[src/rtl/serial_subtractor5_pkg.sv]
// Shared definitions for the bit-serial subtractor: FSM state encoding and
// the default operand width.
package serial_subtractor5_pkg;

    localparam int SUB_WIDTH = 5;

    typedef enum logic [1:0] {
        IDLE  = 2'd0,
        SHIFT = 2'd1,
        DONE  = 2'd2
    } state_t;

endpackage : serial_subtractor5_pkg

[src/rtl/serial_subtractor5_if.sv]
// Start/busy/done handshake and operand/result bus of the serial subtractor.
// The master issues operations; the slave (the subtractor) returns results.
interface serial_subtractor5_if #(
    parameter int WIDTH = serial_subtractor5_pkg::SUB_WIDTH
);
    logic             start;
    logic [WIDTH-1:0] in_a;
    logic [WIDTH-1:0] in_b;
    logic             in_borrow;
    logic             busy;
    logic             done;
    logic [WIDTH-1:0] out_d;
    logic             out_borrow;
    logic             out_zero;

    modport master (
        output start, in_a, in_b, in_borrow,
        input  busy, done, out_d, out_borrow, out_zero
    );

    modport slave (
        input  start, in_a, in_b, in_borrow,
        output busy, done, out_d, out_borrow, out_zero
    );
endinterface : serial_subtractor5_if

[src/rtl/serial_subtractor5_full_subtractor.sv]
// Single-bit full subtractor cell: d = a - b - bin, with borrow-out.
// Gate-level mirror of the team's fullAdder cell.
module full_subtractor (
    input  logic a,
    input  logic b,
    input  logic bin,
    output logic d,
    output logic bout
);

    logic aXorB;

    assign aXorB = a ^ b;
    assign d     = aXorB ^ bin;
    // Borrow when a=0,b=1, or when a==b and a borrow is already pending.
    assign bout  = (~a & b) | (~aXorB & bin);

endmodule : full_subtractor

[src/rtl/serial_subtractor5.sv]
// Bit-serial subtractor: one full-subtractor cell processes in_a - in_b - in_borrow
// LSB first, one bit per clock, behind a start/busy/done handshake.
module serial_subtractor5
    import serial_subtractor5_pkg::*;
#(
    parameter int WIDTH = SUB_WIDTH
) (
    input  logic                  clk,
    input  logic                  reset_n,
    serial_subtractor5_if.slave   bus
);

    localparam int CNT_W = (WIDTH > 2) ? $clog2(WIDTH) : 1;
    localparam logic [CNT_W-1:0] LAST_BIT = CNT_W'(WIDTH - 1);

    state_t           state_q,     state_d;
    logic [CNT_W-1:0] cnt_q,       cnt_d;
    logic [WIDTH-1:0] aSh_q,       aSh_d;
    logic [WIDTH-1:0] bSh_q,       bSh_d;
    logic [WIDTH-1:0] resSh_q,     resSh_d;
    logic             borrow_q,    borrow_d;
    logic [WIDTH-1:0] outD_q,      outD_d;
    logic             outBorrow_q, outBorrow_d;
    logic             outZero_q,   outZero_d;

    logic             cellD;
    logic             cellBout;
    logic [WIDTH-1:0] resNext;

    full_subtractor uCell (
        .a    (aSh_q[0]),
        .b    (bSh_q[0]),
        .bin  (borrow_q),
        .d    (cellD),
        .bout (cellBout)
    );

    // Result register after this edge's bit has been shifted in at the MSB.
    assign resNext = {cellD, resSh_q[WIDTH-1:1]};

    always_ff @(posedge clk or negedge reset_n) begin
        if (!reset_n) begin
            state_q     <= IDLE;
            cnt_q       <= '0;
            aSh_q       <= '0;
            bSh_q       <= '0;
            resSh_q     <= '0;
            borrow_q    <= 1'b0;
            outD_q      <= '0;
            outBorrow_q <= 1'b0;
            outZero_q   <= 1'b0;
        end else begin
            state_q     <= state_d;
            cnt_q       <= cnt_d;
            aSh_q       <= aSh_d;
            bSh_q       <= bSh_d;
            resSh_q     <= resSh_d;
            borrow_q    <= borrow_d;
            outD_q      <= outD_d;
            outBorrow_q <= outBorrow_d;
            outZero_q   <= outZero_d;
        end
    end

    always_comb begin
        state_d     = state_q;
        cnt_d       = cnt_q;
        aSh_d       = aSh_q;
        bSh_d       = bSh_q;
        resSh_d     = resSh_q;
        borrow_d    = borrow_q;
        outD_d      = outD_q;
        outBorrow_d = outBorrow_q;
        outZero_d   = outZero_q;

        unique case (state_q)
            IDLE, DONE: begin
                // A DONE cycle accepts a new request directly, giving full throughput.
                if (bus.start) begin
                    aSh_d    = bus.in_a;
                    bSh_d    = bus.in_b;
                    borrow_d = bus.in_borrow;
                    resSh_d  = '0;
                    cnt_d    = '0;
                    state_d  = SHIFT;
                end else begin
                    state_d  = IDLE;
                end
            end

            SHIFT: begin
                aSh_d    = aSh_q >> 1;
                bSh_d    = bSh_q >> 1;
                resSh_d  = resNext;
                borrow_d = cellBout;
                cnt_d    = cnt_q + 1'b1;
                if (cnt_q == LAST_BIT) begin
                    outD_d      = resNext;
                    outBorrow_d = cellBout;
                    outZero_d   = (resNext == '0);
                    state_d     = DONE;
                end
            end

            default: begin
                state_d = IDLE;
            end
        endcase
    end

    assign bus.busy       = (state_q == SHIFT);
    assign bus.done       = (state_q == DONE);
    assign bus.out_d      = outD_q;
    assign bus.out_borrow = outBorrow_q;
    assign bus.out_zero   = outZero_q;

endmodule : serial_subtractor5
[src/flat_wrapper.sv]
// flat-port wrapper written by rule: the top's interface ports become plain ports
module serial_subtractor5_flat import serial_subtractor5_pkg::*;
#(
    parameter int WIDTH = SUB_WIDTH
)
  (clk, reset_n, bus_start, bus_in_a, bus_in_b, bus_in_borrow, bus_busy, bus_done, bus_out_d, bus_out_borrow, bus_out_zero);
  serial_subtractor5_if #(.WIDTH(WIDTH)) bus_i ();
  input  logic clk;
  input  logic reset_n;
  input wire logic [$bits(bus_i.start)-1:0] bus_start;
  input wire logic [$bits(bus_i.in_a)-1:0] bus_in_a;
  input wire logic [$bits(bus_i.in_b)-1:0] bus_in_b;
  input wire logic [$bits(bus_i.in_borrow)-1:0] bus_in_borrow;
  output wire logic [$bits(bus_i.busy)-1:0] bus_busy;
  output wire logic [$bits(bus_i.done)-1:0] bus_done;
  output wire logic [$bits(bus_i.out_d)-1:0] bus_out_d;
  output wire logic [$bits(bus_i.out_borrow)-1:0] bus_out_borrow;
  output wire logic [$bits(bus_i.out_zero)-1:0] bus_out_zero;
  assign bus_i.start = bus_start;
  assign bus_i.in_a = bus_in_a;
  assign bus_i.in_b = bus_in_b;
  assign bus_i.in_borrow = bus_in_borrow;
  assign bus_busy = bus_i.busy;
  assign bus_done = bus_i.done;
  assign bus_out_d = bus_i.out_d;
  assign bus_out_borrow = bus_i.out_borrow;
  assign bus_out_zero = bus_i.out_zero;
  serial_subtractor5 #(.WIDTH(WIDTH)) u_core (.clk(clk), .reset_n(reset_n), .bus(bus_i));
endmodule
[config.mk]
export PLATFORM = sky130hd
export DESIGN_NAME = serial_subtractor5_flat
export DESIGN_NICKNAME = d
export VERILOG_FILES = /design/src/rtl/serial_subtractor5_pkg.sv /design/src/rtl/serial_subtractor5_if.sv /design/src/rtl/serial_subtractor5_full_subtractor.sv /design/src/rtl/serial_subtractor5.sv /design/src/flat_wrapper.sv
export SDC_FILE = /design/constraint.sdc
export NUM_CORES = 1
export LEC_CHECK = 0
export BUFFER_PORTS_ARGS = -buffer_cell sky130_fd_sc_hd__buf_2
export CORE_MARGIN = 10
export CORE_UTILIZATION = 55
export CTS_CLUSTER_DIAMETER = 40
export DETAILED_ROUTE_END_ITERATION = 12
export PLACE_DENSITY = 0.76
export SLEW_MARGIN = 25
export SYNTH_ARGS = -nofsm -noshare
export SYNTH_HDL_FRONTEND = slang
export SYNTH_SLANG_ARGS = --single-unit
[constraint.sdc]
create_clock -name clk -period 4.9 [get_ports clk]
set_input_delay 0 -clock clk [delete_from_list [all_inputs] [get_ports clk]]
set_output_delay 0 -clock clk [all_outputs]
set_load 0.02 [all_outputs]
---- After elaboration in Yosys (flattened, before gate mapping) ----
Index checks and enable logic that the tools add are counted.
storage, ports and cells
  flip-flop bits (word level) ............. 28
  bits in latches ......................... 0
  RAM bits ................................ 0
  ROM bits ................................ 0
  input port bits ......................... 14
  word-level logic and storage cells ...... 41
  memories kept ........................... 0
operators by class
  add/sub/neg operators ................... 1
  multipliers ............................. 0
  divide/modulo/power cells ............... 0
  order comparisons ....................... 0
  equality and inequality tests ........... 5
  shift operators ......................... 0
  muxes and demuxes ....................... 13
  bitwise operators ....................... 7
  reductions and logical operators ........ 6
operator list
  cell                 number
  $pmux 5 s2           3
  $mux 5               3
  $pmux 3 s2           1
  $logic_not 5->1      1
  $pmux 2 s2           1
  $reduce_and 2->1     2
  $add 3x1->3 const B  1
  $eq 3x3->1 const B   1
  $mux 3               1
  $and 1x1->1          2
  $eq 2x1->1 const B   1
  $eq 2x2->1 const B   1
  $logic_not 2->1      1
  $mux 1               2
  $mux 2               1
  $ne 2x1->1 const B   1
  $ne 2x2->1 const B   1
  $not 1->1            2
  $pmux 1 s2           1
  $reduce_bool 2->1    1
  $reduce_or 2->1      1
  $xor 1x1->1          2
  $or 1x1->1           1

---- Logic depth before layout (Yosys ltp) ----
Gate-level depths: netlist of the first run.
  depth in word-level cells ............... 5
  mapped depth ............................ 5

---- Cells and area by module ----
A second synthesis of the first run with hierarchy kept.
unflattened totals
  cell total of the unflattened synthesis .. 107
  area, all modules ....................... 1,184.9 µm²
by module, submodules not included
  module              times used  cells each  area an instance (µm²)
  serial_subtractor5  1           103         1,153.6
  full_subtractor     1           4           31.3

---- Worst setup path after synthesis of the first run ----
Ideal clock, no wire load.
  kind .................................... flip-flop to flip-flop
  start point ............................. register u_core.aSh_q[0]
  end point ............................... register u_core.outZero_q, in the netlist u_core.bus.out_zero
  library setup time ...................... 0.092 ns
  data arrival time ....................... 1.517 ns
  data required time ...................... 4.808 ns
  setup slack ............................. 3.291 ns
  stages on the path, launching flop included .. 4
  buffers on the path ..................... 0
  period minus slack after synthesis ...... 1.609 ns
  cell sequence ........................... dfrtp_1 fa_1 or4_1 o31ai_2
on the way
  longest elaborated chain between the ends .. 3
RTL lines
  what                      RTL line                                  RTL
  start: declaration        serial_subtractor5.sv:18                  logic [WIDTH-1:0] aSh_q, aSh_d;
  start signal: assignment  serial_subtractor5.sv:55                  aSh_q <= aSh_d;
  $xor 1x1->1               serial_subtractor5_full_subtractor.sv:13  assign aXorB = a ^ b;
  $xor 1x1->1               serial_subtractor5_full_subtractor.sv:14  assign d = aXorB ^ bin;
  net u_core.cellD          serial_subtractor5.sv:26                  logic cellD;
  $logic_not 5->1           serial_subtractor5.sv:100                 outZero_d = (resNext == '0);
  end signal: assignment    serial_subtractor5.sv:61                  outZero_q <= outZero_d;
  end: declaration          serial_subtractor5.sv:24                  logic outZero_q, outZero_d;
The timed path passes the listed nets, and every way through them passes these cells.
A chain may end at the register's enable or synchronous reset.

---- Worst setup path after layout of the first run ----
Same ends and word-level chain as after synthesis.

==> results of run 1 <==
-- cell type report --
type,instances,area (sq um),area share (%)
repair buffers,34,230,15.6
multi-input cells,68,480,32.6
well taps,27,33.8,2.29
clock buffers,4,26.3,1.78
flip-flops and latches,27,676,45.8
inverters,6,27.5,1.87
-- sequential cells by signal, summed over array words and instances (netlist names), 2 cells and up --
signal / cells
u_core.cnt_q: 3
u_core.bus.out_d: 5
u_core.bSh_q: 5
u_core.aSh_q: 5
u_core.resSh_q: 4
u_core.state_q: 2
-- metal layers --
layer  wire length, um  GRT usage (%)
met5                 0              0
met4                33           3.85
met3               148           3.18
met2              1040           18.6
met1              1020           13.6
-- worst max-delay path, cell delays in order (launching register included) --
cell     delay (ns)
dfrtp_1        0.42
fa_1           0.52
or4_1          0.50
o31ai_2        0.18
-- metrics by stage --
step | setup WS [ns] | total power, mW | area, sq um | hold WS (ns) | instances
2_1_floorplan | 3.29 | 0.736 | 1220 | -0.296 | 105
3_3_place_gp | 3.27 | 0.806 | 1330 | 0.0301 | 150
3_5_place_dp | 3.22 | 0.831 | 1330 | 0.0361 | 150
4_1_cts | 3.19 | 0.934 | 1470 | 0.151 | 166
5_1_grt | 3.15 | 0.996 | 1470 | 0.174 | 166
6_report | 3.20 | 0.919 | 1470 | 0.128 | 166
-- power by group through the flow --
stage	clock (mW)	sequential, mW	combinational [mW]
6_report	0.0963	0.393	0.429
4_1_cts	0.101	0.394	0.440
5_1_grt	0.106	0.410	0.481
3_3_place_gp	0	0.395	0.412
3_5_place_dp	0	0.399	0.432
2_1_floorplan	0	0.413	0.323
-- layout by cell type (no fill, tap or decap), drive strengths merged --
cell type,instances
fa,1
and2b,2
clkbuf,4
a22o,7
nand2,22
or4,1
a221o,1
ha,2
nand3,1
mux2,6
a31oi,8
o21ai,2
nand2b,2
clkinv,1
dlygate4sd3,12
buf,22
inv,5
o31ai,1
dfrtp,27
nand4b,1
nor2,10
mux2i,1
-- synthesized netlist by cell type (2+ instances only) --
cell	instances	area share, %
a22o_1	7	5.0
a31oi_1	8	4.1
buf_2	2	0.82
buf_6	2	1.9
dfrtp_1	27	56
ha_1	2	2.1
inv_1	5	1.5
mux2_1	3	2.8
mux2_2	2	1.9
nand2_1	22	6.8
nor2_1	9	2.8
o21ai_1	2	0.82
-- logic make-up (layout without fill, tap and decap cells) --
kind of cell    after synthesis  in the layout
compound gates               19             19
fa+ha+maj                     3              3
buf+inv                      10             44
flops                        27             27
simple gates                 39             39
mux                           7              7
-- final timing paths --
| path | start | end | slack [ns] | cells after the start |
|---|---|---|---|---|
| max | u_core.aSh_q[0] | u_core.bus.out_zero | 3.20 | 3 |
| min | bus_start | u_core.state_q[0] | 0.13 | 3 |
| max reg2reg | u_core.aSh_q[0] | u_core.bus.out_zero | 3.20 | 3 |
| min reg2reg | u_core.bus.out_zero | u_core.bus.out_zero | 0.50 | 2 |
| max in group asynchronous | reset_n | u_core.bus.out_d[4] | 4.34 | 2 |
| min in group asynchronous | reset_n | u_core.state_q[1] | 0.18 | 2 |
==> results_dict.tcl, run 1 <==
set metrics [dict create \
    drtPass1Iterations 4 \
    slew_violations 0 \
    fin_setup_tns_ns 0 \
    syn_area_per_cell_sq_um 11.6 \
    synth-seq-cells 27 \
    synthXorXnorAreaFrac_pct 0 \
    syn_inst 105 \
    relSlewSlack_pct 61.6 \
    hpwl_mm 1.61 \
    rsz0062_at_grt "false" \
    cp_max_fo 3 \
    postRouteAntennaNets 0 \
    grt_max_degree 28 \
    holdCritPathClass "in -> reg" \
    syn_area_sq_mm 0.00122 \
    synthFlopType "dfrtp_1" \
    hold_viol 0 \
    yosysSeqAreaShare_pct 55.6 \
    synth_fa_ha_area_share_pct 3.70 \
    power_leakage_nw 0.736 \
    n_antenna_cell 0 \
    numPortBuffers 22 \
    period_needed_ns 1.70 \
    antenna_found_initial 0 \
    die_w_um 67.0 \
    crit_required_ns 5.14 \
    drt_wl_total_mm 2.24 \
    synth_edf_count 0 \
    vias 880 \
    cts_tree "yes" \
    gp_congestion 0.713 \
    synth-simple-area-share_pct 16.3 \
    grt_overflow 0 \
    comb_power_share_pct 46.7 \
    power.switching_mw 0.372 \
    area_growth_pct 21.2 \
    drc 0 \
    numClockSinks 27 \
    synthesis.nets 122 \
    clk_latency_ns 0.33 \
    max_freq_mhz 589 \
    rows 16 \
    grt_pass1_wl_mm 4.08 \
    start_kind "flip-flop" \
    worstSetupEndpointType "flip-flop" \
    core_sq_mm 0.00202 \
    path_class "reg -> reg" \
    cts_htree_levels 1 \
    p_per_area_mw_per_mm2 623 \
    synth-compound-area-share_pct 11.8 \
    yosysUniqueCellTypes 26 \
    fill_cells 149 \
    nets 157 \
    root_buffer "clkbuf_4" \
    period_share_pct 34.7 \
    finClkSkew_ns 0.00931 \
    cts.clk_slew.worst_paths_ns 0.14 \
    drt-initial-drc-count 18 \
    switching_share_pct 40.5 \
    async_flop_share_pct 100 \
    synth_top_family_by_area "simple AND/OR/NAND/NOR gates" \
    io_pins 23 \
    avgViaCountPerCell 5.30 \
    internal-power_mw 0.547 \
    clk_path_buf_depth 2 \
    cp_data_arrival_time_ns 1.94 \
    status "completed" \
    layout-drive-gt1-share_pct 25.9 \
    cap_violations 0 \
    start_util_pct 60.1 \
    wl_per_cell_um 13.5 \
    postCtsHoldBufs 12 \
    finalCoreUtilization_pct 72.9 \
    die-area_sq_mm 0.00449 \
    cts-resized-gates 0 \
    cts_buffers 3 \
    cts_setup_buffers 0 \
    synth.area.mux_share_pct 7.72 \
    grt_pass1_vias 923 \
    tightest_slew_ns 0.576 \
    finalSetupViolations 0 \
    yosys_warnings 0 \
    die_height_um 67.0 \
    grt_use_total_pct 11.2 \
    clock_power_share_pct 10.5 \
    pwr-share-seq_pct 42.8 \
    ir_drop_v 0.000479 \
]
(Power assumes the default switching activity.)
==> run 2, diff against run 1 <==
--- a/config.mk
+++ b/config.mk
@@ -7,10 +7,10 @@
 export LEC_CHECK = 0
 export BUFFER_PORTS_ARGS = -buffer_cell sky130_fd_sc_hd__buf_2
 export CORE_MARGIN = 10
-export CORE_UTILIZATION = 55
+export CORE_UTILIZATION = 48
 export CTS_CLUSTER_DIAMETER = 40
 export DETAILED_ROUTE_END_ITERATION = 12
-export PLACE_DENSITY = 0.76
+export PLACE_DENSITY = 0.7
 export SLEW_MARGIN = 25
 export SYNTH_ARGS = -nofsm -noshare
 export SYNTH_HDL_FRONTEND = slang
==> constraint.sdc (replaced) <==
create_clock -name clk -period 1.5 [get_ports clk]
set_input_delay 0 -clock clk [delete_from_list [all_inputs] [get_ports clk]]
set_output_delay 0 -clock clk [all_outputs]
set_load 0.02 [all_outputs]
==> run 2 against run 1 <==
Net effect:
- routed wire length is 22% higher
- the run now ends with setup timing left
- core utilization shrank 11 points
- final cell count is 4.8% higher
- total power rose to 3.5 times the previous value
- worst hold slack gained 0.045 ns
- sequential power rose to 3.3 times the previous value
- highest routed layer unchanged
- die area increased by 10%
- global-route usage about the same
- clock-buffer cell count unchanged
- combinational power rose to 3.7 times the previous value
- clock power rose to 3.2 times the previous value
- non-clock buffer count up 4
==> results_dict.tcl, run 2 (same netlist as run 1, synthesis figures left out) <==
set metrics [dict create \
    relSlewSlack_pct 59.9 \
    layout-drive-gt1-share_pct 30.1 \
    clk_path_buf_depth 2 \
    cap_violations 0 \
    violations "setup timing" \
    die_height_um 70.3 \
    worstSetupEndpointType "flip-flop" \
    crit_required_ns 1.74 \
    cts_htree_levels 1 \
    cts_tree "yes" \
    cts_buffers 3 \
    period_share_pct 109 \
    postRouteAntennaNets 0 \
    mostFrequentLayoutCells "dfrtp_1 (27), nand2_1 (22), buf_2 (22)" \
    total_power_mw 3.22 \
    p_per_area_mw_per_mm2 2120 \
    grt_pass1_vias 968 \
    area_growth_pct 24.5 \
    slew_violations 0 \
    slowest_stage "fa_1" \
    timing.hold.ws_ns 0.173 \
    vias 896 \
    clk_latency_ns 0.32 \
    drtPass1Iterations 4 \
    die-area_sq_mm 0.00495 \
    grt_max_degree 28 \
    drc 0 \
    final_common_cell "dfrtp_1" \
    rsz0062_at_grt "true" \
    wl_per_cell_um 15.7 \
    io_pins 23 \
    period_needed_ns 1.63 \
    power_leakage_nw 0.754 \
    antenna_found_initial 1 \
    start_kind "flip-flop" \
    hpwl_mm 1.81 \
    numClockSinks 27 \
    max_freq_mhz 614 \
    grt_use_total_pct 11.3 \
    finClkSkew_ns 0.00292 \
    hold_viol 0 \
    power.switching_mw 1.31 \
    cp_max_fo 2 \
    finalSetupViolations 1 \
    cpPeakStageDelay_ns 0.49 \
    die_w_um 70.3 \
    nets 161 \
    holdCritPathClass "in -> reg" \
    cp_data_arrival_time_ns 1.87 \
    tightest_slew_ns 0.602 \
    start_util_pct 49.5 \
    cts.clk_slew.worst_paths_ns 0.14 \
    core_sq_mm 0.00245 \
    path_class "reg -> reg" \
    internal-power_mw 1.91 \
    status "finished, violations left" \
    grt_overflow 0 \
    pwr-share-seq_pct 40.6 \
    finalCoreUtilization_pct 61.7 \
    numPortBuffers 22 \
    setup_slack_ns -0.129 \
    drt_wl_total_mm 2.73 \
    gp_congestion 0.818 \
    drt-initial-drc-count 71 \
    grt_pass1_wl_mm 4.58 \
    rows 18 \
    avgViaCountPerCell 5.15 \
    ir_drop_v 0.00124 \
    root_buffer "clkbuf_4" \
    switching_share_pct 40.7 \
    clock_power_share_pct 9.7 \
    crit_chain "inv_2 -> fa_1 -> or4_4 -> o31ai_2" \
    comb_power_share_pct 49.7 \
]
run 2: changes by cell type in the layout (fill, tap and decap cells not counted), sizes merged:
cell / delta
buf: +4
diode: +1
run 2: power by group through the flow:
| stage | combinational [mW] | sequential (mW) | clock, mW |
|---|---|---|---|
| floorplan | 1.06 | 1.35 | 0 |
| global placement | 1.40 | 1.28 | 0 |
| detailed placement | 1.47 | 1.31 | 0 |
| CTS | 1.61 | 1.30 | 0.322 |
| global route | 1.76 | 1.35 | 0.358 |
| finish | 1.60 | 1.31 | 0.312 |
run 2: stage by stage:
stage               std cells  setup slack, ns  TNS, ns  instance area, sq um
CTS                       173           -0.117   -0.117                  1510
global placement          155          -0.0475  -0.0475                  1350
global route              174           -0.192   -0.210                  1510
floorplan                 105          -0.0289  -0.0289                  1220
finish                    174           -0.129   -0.129                  1510
detailed placement        155           -0.137   -0.137                  1350
run 2: layer usage:
layer	track usage [%]	routed length (um)
met2	18.0	1390
met5	0	0
met1	12.9	1170
met4	6.80	34
met3	3.39	132
run 2: what timing repair did:
| action | 4_1_cts | 5_1_grt |
|---|---|---|
| resized for setup | 2 | 1 |
| hold buffers | 12 | 0 |
| setup buffers | 2 | 0 |
| hold endpoints to repair | 38 | 0 |
| endpoints found under the setup margin | 1 | 2 |
| pin swaps | 1 | 1 |
run 2: final cells by class:
cell class / count / area [sq um]
tap: 30 / 37.5
inverter: 6 / 27.5
fill: 203 / 941
timing repair buffer: 38 / 260
antenna: 1 / 2.50
sequential: 27 / 676
multi-input combinational: 68 / 484
clock buffer: 4 / 26.3
run 2: path summary, 6_finish.rpt:
kind / startpoint / to / slack, ns / depth (start not counted)
worst max-delay path: u_core.borrow_q / u_core.bus.out_zero / -0.13 / 4
worst min-delay path: bus_start / u_core.bSh_q[3] / 0.17 / 4
worst max register to register: u_core.borrow_q / u_core.bus.out_zero / -0.13 / 4
worst min register to register: u_core.bus.out_zero / u_core.bus.out_zero / 0.50 / 2
max in group asynchronous: reset_n / u_core.aSh_q[2] / 0.91 / 2
min in group asynchronous: reset_n / u_core.state_q[1] / 0.20 / 2
run 2: critical path: cells and delay by family, from the launching register on:
family,cells,cell delay [ns]
fa+ha+maj,1,0.49
buf+inv,1,0.05
compound gates,1,0.18
simple gates,1,0.43
flops,1,0.41
==> run 3, diff against run 2 <==
--- a/config.mk
+++ b/config.mk
@@ -5,12 +5,12 @@
 export SDC_FILE = /design/constraint.sdc
 export NUM_CORES = 1
 export LEC_CHECK = 0
-export BUFFER_PORTS_ARGS = -buffer_cell sky130_fd_sc_hd__buf_2
 export CORE_MARGIN = 10
-export CORE_UTILIZATION = 48
+export CORE_UTILIZATION = 55
 export CTS_CLUSTER_DIAMETER = 40
 export DETAILED_ROUTE_END_ITERATION = 12
-export PLACE_DENSITY = 0.7
+export DONT_BUFFER_PORTS = 1
+export PLACE_DENSITY = 0.67
 export SLEW_MARGIN = 25
 export SYNTH_ARGS = -nofsm -noshare
 export SYNTH_HDL_FRONTEND = slang
==> constraint.sdc (replaced) <==
create_clock -name clk -period 1.6 [get_ports clk]
set_input_delay 0 -clock clk [delete_from_list [all_inputs] [get_ports clk]]
set_output_delay 0 -clock clk [all_outputs]
set_load 0.02 [all_outputs]
==> run 3 against run 2 <==
Net effect:
- the flow still finishes with violations (setup timing)
- clock skew about the same
- fmax about the same
- worst hold slack worse by 0.13 ns
- final area down 5.8%
- largest cell class unchanged
- highest routed layer unchanged
==> results_dict.tcl, run 3 (same netlist as run 1, synthesis figures left out) <==
set metrics [dict create \
    crit_buf_inv 1 \
    post-place-cells 131 \
    grt_pass1_vias 851 \
    relSlewSlack_pct 73.7 \
    clk_path_buf_depth 2 \
    crit_chain "inv_2 -> fa_1 -> or4_4 -> o31ai_2" \
    period_share_pct 102 \
    cp_max_fo 2 \
    pre_cts_slack_ns -0.0556 \
    drt-initial-drc-count 19 \
    gp_congestion 0.693 \
    numClockSinks 27 \
    slowest_stage "fa_1" \
    cts_htree_levels 1 \
    slew_violations 0 \
    die_height_um 67.0 \
    nets 141 \
    worstHoldStart "bus_start" \
    setup_slack_ns -0.0307 \
    finalSetupViolations 1 \
    numPortBuffers 0 \
    stdcell_count 150 \
    fin_area_sq_mm 0.00143 \
    crit_required_ns 1.84 \
    hpwl_mm 1.61 \
    rsz0062_at_grt "true" \
    r2r-start "u_core.bSh_q[0]" \
    cp_data_arrival_time_ns 1.87 \
    cts_buffers 3 \
    vias 821 \
    wl_met3_um 155 \
    root_buffer "clkbuf_4" \
    hold_viol 0 \
    start_util_pct 60.1 \
    p_per_area_mw_per_mm2 2040 \
    io_pins 23 \
    die_w_um 67.0 \
    cts.clk_slew.worst_paths_ns 0.14 \
    grt_max_degree 28 \
    grt_pass1_wl_mm 4.04 \
    ir_drop_v 0.00135 \
    avgViaCountPerCell 5.47 \
    die-area_sq_mm 0.00449 \
    cts_tree "yes" \
    core_sq_mm 0.00202 \
    cp_top_family "adder cells" \
    mostFrequentLayoutCells "dfrtp_1 (27), nand2_1 (22), dlygate4sd3_1 (12)" \
    start_kind "flip-flop" \
    violations "setup timing" \
    cp-startpoint "u_core.bSh_q[0]" \
    final_common_cell "dfrtp_1" \
    drc 0 \
    tightest_slew_ns 0.395 \
    postRouteAntennaNets 0 \
    rows 16 \
    fill_cells 152 \
    grt_use_total_pct 11.5 \
    antenna_found_initial 0 \
    drt_wl_total_mm 2.39 \
    wl_met1_mm 1.00 \
    worstSetupEndpointType "flip-flop" \
    grt_overflow 0 \
    finClkSkew_ns 0.00263 \
    layout-drive-gt1-share_pct 18.7 \
    max_freq_mhz 613 \
    drtPass1Iterations 4 \
    holdCritPathClass "in -> reg" \
    path_class "reg -> reg" \
    status "finished, violations left" \
    power_leakage_nw 0.678 \
    wl_per_cell_um 16.0 \
    cap_violations 0 \
    clk_latency_ns 0.32 \
    dr_wl_met2_mm 1.23 \
    top_layer "met4" \
    place_area_sq_mm 0.00124 \
    period_needed_ns 1.63 \
    area_growth_pct 17.3 \
    cpPeakStageDelay_ns 0.51 \
    fin_setup_tns_ns -0.0307 \
    n_antenna_cell 0 \
]
[run 3: final cells by class]
| cell class | instances | area (sq um) | area share [%] |
|---|---|---|---|
| Timing Repair Buffer | 18 | 178 | 12.5 |
| Inverter | 6 | 27.5 | 1.93 |
| Clock inverter | 1 | 5.00 | 0.351 |
| Multi-Input combinational cell | 68 | 484 | 33.9 |
| Sequential cell | 27 | 676 | 47.4 |
| Tap cell | 27 | 33.8 | 2.37 |
| Clock buffer | 3 | 22.5 | 1.58 |
[run 3: what timing repair did]
item                                    4_1_cts  5_1_grt
endpoints found under the setup margin        1        1
pin swaps                                     2        0
setup buffers                                 1        1
resized for setup                             2        0
endpoints found under the hold margin        38        0
hold buffers                                 13        0
[run 3: per-layer routing]
layer  track usage (%)  vias to the layer above
met5                 0                        -
met4              3.85                        0
met3              3.01                        2
met2              19.4                       20
met1              13.8                      402
li1                  -                      397
[run 3: power by group]
part           switching (mW)  internal, mW  leakage [nW]
clock                   0.194        0.0936        0.0177
sequential              0.330         0.991         0.334
combinational           0.650         0.648         0.327
total                    1.17          1.73         0.678
[run 3: path summary, 6_finish.rpt]
path                                         end  slack [ns]  depth (start not counted)
min reg2reg                      u_core.bSh_q[4]        0.52                          1
min in group asynchronous    u_core.bus.out_d[2]        0.10                          2
max                          u_core.bus.out_zero       -0.03                          4
max reg2reg                  u_core.bus.out_zero       -0.03                          4
min                            u_core.state_q[0]        0.04                          2
max in group asynchronous  u_core.bus.out_borrow        1.35                          2
[run 3: per-stage QoR]
stage	utilization, %	power, mW	hold WS (ns)
after floorplan	-	2.25	-0.296
after detailed placement	61.3	2.52	-0.295
after global placement	61.3	2.46	-0.295
final	70.5	2.91	0.0391
after global routing	70.5	3.14	0.0389
after CTS	70.2	2.89	0.0351
[run 3: worst reg2reg max path, stage by stage, from the launching register on]
cell,delay [ns]
dfrtp_1,0.40
inv_2,0.05
fa_1,0.51
or4_4,0.43
o31ai_2,0.18
